## src/rtl/abejaruco_pkg.sv

```systemverilog
// Shared memory-side types and default widths.
// Used by the caches and the memory-port arbiter.
package abejaruco_pkg;

   localparam int ADDR_W_DEF       = 32;
   localparam int LINE_W_DEF       = 128;
   localparam int STARVE_LIMIT_DEF = 4;

   typedef enum logic [1:0] {
      ST_IDLE   = 2'd0,
      ST_LAUNCH = 2'd1,
      ST_WAIT   = 2'd2,
      ST_RESP   = 2'd3
   } state_t;

   typedef enum logic {
      OWNER_IC = 1'b0,
      OWNER_DC = 1'b1
   } owner_t;

endpackage

```

## src/rtl/starve_counter.sv

```systemverilog
// Saturating count of data grants taken while an ifetch waits.
// at_limit flips arbitration to the icache side.
module starve_counter
   import abejaruco_pkg::*;
#(
   parameter int LIMIT = STARVE_LIMIT_DEF
) (
   input  logic clk,
   input  logic rst_n,
   input  logic inc,
   input  logic clr,
   output logic at_limit
);

   localparam int W = $clog2(LIMIT + 1);

   logic [W-1:0] cnt;

   assign at_limit = (cnt == W'(LIMIT));

   always_ff @(posedge clk or negedge rst_n) begin
      if (!rst_n) begin
         cnt <= '0;
      end else if (clr) begin
         cnt <= '0;
      end else if (inc && !at_limit) begin
         cnt <= cnt + W'(1);
      end
   end

endmodule

```

## src/rtl/mem_port_arbiter.sv

```systemverilog
// Shares the main-memory port between icache refill and dcache traffic.
// Data side wins unless ifetch has been starved STARVE_LIMIT times.
module mem_port_arbiter
   import abejaruco_pkg::*;
#(
   parameter int ADDR_W       = ADDR_W_DEF,
   parameter int LINE_W       = LINE_W_DEF,
   parameter int STARVE_LIMIT = STARVE_LIMIT_DEF
) (
   input  logic              clk,
   input  logic              rst_n,
   input  logic              ic_req,
   input  logic [ADDR_W-1:0] ic_addr,
   output logic              ic_done,
   output logic [LINE_W-1:0] ic_rdata,
   input  logic              dc_req,
   input  logic              dc_we,
   input  logic [ADDR_W-1:0] dc_addr,
   input  logic [LINE_W-1:0] dc_wdata,
   output logic              dc_done,
   output logic [LINE_W-1:0] dc_rdata,
   output logic              mem_req,
   output logic              mem_we,
   output logic [ADDR_W-1:0] mem_addr,
   output logic [LINE_W-1:0] mem_wdata,
   input  logic              mem_ready,
   input  logic [LINE_W-1:0] mem_rdata,
   output logic              busy
);

   state_t state;
   owner_t owner;
   logic   at_limit;
   logic   arb;
   logic   grant_dc;
   logic   grant_ic;

   assign arb      = (state == ST_IDLE);
   assign grant_dc = dc_req && !(ic_req && at_limit);
   assign grant_ic = ic_req && !grant_dc;
   assign busy     = (state != ST_IDLE);

   starve_counter #(
      .LIMIT(STARVE_LIMIT)
   ) u_starve (
      .clk     (clk),
      .rst_n   (rst_n),
      .inc     (arb && grant_dc && ic_req),
      .clr     (arb && grant_ic),
      .at_limit(at_limit)
   );

   always_ff @(posedge clk or negedge rst_n) begin
      if (!rst_n) begin
         state     <= ST_IDLE;
         owner     <= OWNER_IC;
         mem_req   <= 1'b0;
         mem_we    <= 1'b0;
         mem_addr  <= '0;
         mem_wdata <= '0;
         ic_done   <= 1'b0;
         dc_done   <= 1'b0;
         ic_rdata  <= '0;
         dc_rdata  <= '0;
      end else begin
         mem_req <= 1'b0;
         ic_done <= 1'b0;
         dc_done <= 1'b0;
         unique case (state)
            ST_IDLE: begin
               unique case (1'b1)
                  grant_dc: begin
                     owner     <= OWNER_DC;
                     mem_we    <= dc_we;
                     mem_addr  <= dc_addr;
                     mem_wdata <= dc_wdata;
                     mem_req   <= 1'b1;
                     state     <= ST_LAUNCH;
                  end
                  grant_ic: begin
                     owner     <= OWNER_IC;
                     mem_we    <= 1'b0;
                     mem_addr  <= ic_addr;
                     mem_wdata <= '0;
                     mem_req   <= 1'b1;
                     state     <= ST_LAUNCH;
                  end
                  default: ;
               endcase
            end
            ST_LAUNCH: state <= ST_WAIT;
            ST_WAIT: begin
               if (mem_ready) begin
                  // writebacks leave dc_rdata holding the last refill
                  if (owner == OWNER_IC) begin
                     ic_rdata <= mem_rdata;
                  end else if (!mem_we) begin
                     dc_rdata <= mem_rdata;
                  end
                  ic_done <= (owner == OWNER_IC);
                  dc_done <= (owner == OWNER_DC);
                  state   <= ST_RESP;
               end
            end
            ST_RESP: state <= ST_IDLE;
            default: state <= ST_IDLE;
         endcase
      end
   end

endmodule

```

## config.mk

```make
export PLATFORM = sky130hd
export DESIGN_NAME = mem_port_arbiter
export DESIGN_NICKNAME = d
export VERILOG_FILES = /design/src/rtl/abejaruco_pkg.sv /design/src/rtl/starve_counter.sv /design/src/rtl/mem_port_arbiter.sv
export SDC_FILE = /design/constraint.sdc
export NUM_CORES = 1
export LEC_CHECK = 0
export BUFFER_PORTS_ARGS = -buffer_cell sky130_fd_sc_hd__buf_2
export CAP_MARGIN = 25
export CELL_PAD_IN_SITES_DETAIL_PLACEMENT = 0
export CELL_PAD_IN_SITES_GLOBAL_PLACEMENT = 1
export CORE_AREA = 10 10 283 285
export CTS_CLUSTER_SIZE = 16
export DETAILED_ROUTE_END_ITERATION = 10
export DIE_AREA = 0 0 293 295
export PLACE_DENSITY_LB_ADDON = 0.3
export SETUP_SLACK_MARGIN = 0.2
export SLEW_MARGIN = 0
export SYNTH_ARGS = -nofsm -noshare
export SYNTH_HDL_FRONTEND = slang
export SYNTH_SLANG_ARGS = --single-unit
```

## constraint.sdc

```tcl
create_clock -name clk -period 3.68 [get_ports clk]
set_clock_uncertainty 0.1 [all_clocks]
set_input_delay 0.552 -clock clk [delete_from_list [all_inputs] [get_ports clk]]
set_output_delay 0.552 -clock clk [all_outputs]
set_load 0.01 [all_outputs]
```

==> results.sh <==
export IMPL_yosysTopAreaCell="dfrtp_1"
export IMPL_first_pass_iters=4
export IMPL_cts_tree="yes"
export IMPL_hold_class="in -> reg"
export IMPL_gp_congestion=0.778
export IMPL_synth_top_area_share_pct=65.5
export IMPL_grt_first_pass_wirelength_um=89700
export IMPL_avgViaCountPerCell=4.31
export IMPL_drv_cap=0
export IMPL_ys_flop_type="dfrtp_1"
export IMPL_antenna_found_initial=14
export IMPL_overflow=0
export IMPL_postCtsSetupBuffers=0
export IMPL_dpl_hpwl_um=47400
export IMPL_ant_nets=0
export IMPL_crit_path_start_kind="flip-flop"
export IMPL_p_leak_nw=11.3
export IMPL_drc=0
export IMPL_power_density_nw_per_um2=962
export IMPL_ir_worst_vdd_mv=0.550
export IMPL_path_max_fanout=39
export IMPL_io_pins=747
export IMPL_drt_wl_total_um=61800
export IMPL_clk_latency_ns=0.57
export IMPL_synth_nets=1382
export IMPL_numCtsBuffers=47
export IMPL_critical_path_class="reg -> out"
export IMPL_cp_arrival_ns=1.92
export IMPL_synth_edf_count=0
export IMPL_netlist_area_um2=16300
export IMPL_max_freq_mhz=388
export IMPL_die_h_um=295
export IMPL_synth_seq_cells=426
export IMPL_multiInputGateArea_um2=5090
export IMPL_hold_viol_final=0
export IMPL_dieWidth_um=293
export IMPL_max_slew_worst_pin_slew_ns=0.927
export IMPL_clock_sinks=426
export IMPL_grt_max_degree=162
export IMPL_layout_nets=2123
export IMPL_syn_avg_cell_area_um2=15.5
export IMPL_register_area_um2=10700
export IMPL_synth_distinct_cells=33
export IMPL_grt_pass1_vias=13200
export IMPL_h_tree_depth=2
export IMPL_drive_gt1_share_pct=61.9
export IMPL_setup_tns_ns=0
export IMPL_areaGrowthSynthToFinish_pct=39.7
export IMPL_n_fill_cell=7620
export IMPL_power_total_mw=21.9
export IMPL_finalCritPeriodShare_pct=70.0
export IMPL_crit_path_end_kind="primary output"
export IMPL_period_needed_ns=2.57
export IMPL_wl_per_cell_um=22.1
export IMPL_synthArstFlopShare_pct=100
export IMPL_coreArea_um2=74200
export IMPL_whs_ns=0.0948
export IMPL_synthCells=1051
export IMPL_port_buffers=746
export IMPL_rsz0062_at_grt="no"
export IMPL_finalSetupViolCount=0
export IMPL_ys_warn_count=0
export IMPL_slew_headroom_pct=38.2
export IMPL_yosysSeqAreaShare_pct=65.5
export IMPL_initial_core_util_pct=21.9
export IMPL_fp_row_count=100
export IMPL_grt_usage_pct=13.5
export IMPL_cts_clk_slew_worst_paths_ns=0.06
export IMPL_synthMostInstantiatedCell="dfrtp_1"
export IMPL_netlist_top_cells_count="426 x dfrtp_1, 245 x mux2_2, 129 x a22o_1"
export IMPL_ctsLongestPathBuffers=3
export IMPL_clock_root_buffer="clkbuf_16"
export IMPL_slew_violations=0
export IMPL_required_ns=3.03
export IMPL_ys_top_cells_by_area="dfrtp_1 65%, mux2_2 17%, a22o_1 6.9%"
export IMPL_drt_first_iter_violations=524
export IMPL_status="completed"
export IMPL_vias=12100
export IMPL_fp_dieArea_um2=86400
-- registers in the layout (all words and copies together), names as in the netlist --
register      cells
ic_done           1
ic_rdata        128
mem_req           1
u_starve.cnt      3
mem_wdata       128
mem_addr         32
dc_rdata        128
mem_we            1
dc_done           1
state             2
owner             1
-- repair_timing --
item / in CTS / in global routing
hold buffers: 1 / 0
hold endpoints to repair: 26 / 0
resized for setup: 0 / 0
-- cell families (layout without fill, tap and decap cells) --
group	after synthesis	count (layout)	synth area share (%)
and+or+nand+nor	106	106	3.06
other	0	7	0
muxes	257	257	17.8
AOI/OAI and AO/OA	172	172	9.89
buffers and inverters	85	861	3.41
adders and majority gates	5	5	0.384
DFF	426	426	65.5
-- worst max-delay path, cell delays in order, from the launching register on --
cell and delay, ns:
dfrtp_1 0.39, inv_1 0.12, ha_1 0.19, buf_4 0.40
inv_1 0.09, buf_2 0.16
-- cell type report --
| class | instances | area share [%] |
|---|---|---|
| sequential | 426 | 46.9 |
| multi-input combinational | 540 | 22.4 |
| timing repair buffer | 769 | 17.8 |
| clock buffer | 66 | 6.10 |
| tap | 969 | 5.33 |
| clock inverter | 18 | 1.34 |
| inverter | 8 | 0.154 |
| antenna | 7 | 0.0770 |
-- per-stage QoR --
step                      instances  setup WS (ns)  instance area, um^2  utilization, %
after floorplan                1051           1.69                16300               -
after global placement         2711           1.17                21000            28.3
after detailed placement       2711           1.09                21000            28.3
after CTS                      2796           1.07                22700            30.6
after global routing           2800          0.980                22700            30.7
final                          2803           1.11                22800            30.7
-- path summary, 6_finish.rpt --
| path | from | depth (start not counted) | endpoint | slack [ns] |
|---|---|---|---|---|
| worst min-delay path | dc_wdata[8] | 2 | mem_wdata[8] | 0.09 |
| worst min register to register | mem_addr[23] | 2 | mem_addr[23] | 0.38 |
| worst max register to register | u_starve.cnt[0] | 7 | mem_addr[31] | 1.16 |
| max in group asynchronous | rst_n | 3 | ic_rdata[86] | 1.91 |
| min in group asynchronous | rst_n | 2 | ic_rdata[127] | 0.52 |
| worst max-delay path | state[0] | 5 | busy | 1.11 |
-- cell usage in the layout, fill, tap and decap left out, types with 12 or more instances in the layout --
| cell type | Yosys | layout |
|---|---|---|
| mux2_1 | 12 | 12 |
| o211ai_2 | 29 | 29 |
| buf_2 | 25 | 745 |
| nand2_1 | 67 | 67 |
| a22o_1 | 129 | 129 |
| clkbuf_16 | 0 | 47 |
| mux2_2 | 245 | 245 |
| nand4_1 | 33 | 33 |
| clkbuf_8 | 0 | 14 |
| buf_4 | 12 | 12 |
| dfrtp_1 | 426 | 426 |
-- routing by layer --
layer	global-route usage [%]	wire length, um	up-vias
met5	0	79	-
met4	3.89	1620	16
met3	4.91	5260	101
met2	24.2	31800	504
met1	14.9	23000	6115
li1	-	-	5337
-- report_power, final --
group | switching [mW] | internal [mW] | leakage [nW]
Combinational | 4.44 | 3.93 | 5.28
Clock | 1.97 | 3.12 | 0.827
Sequential | 1.34 | 7.07 | 5.24
Total | 7.75 | 14.1 | 11.3
(Power assumes the default switching activity.)
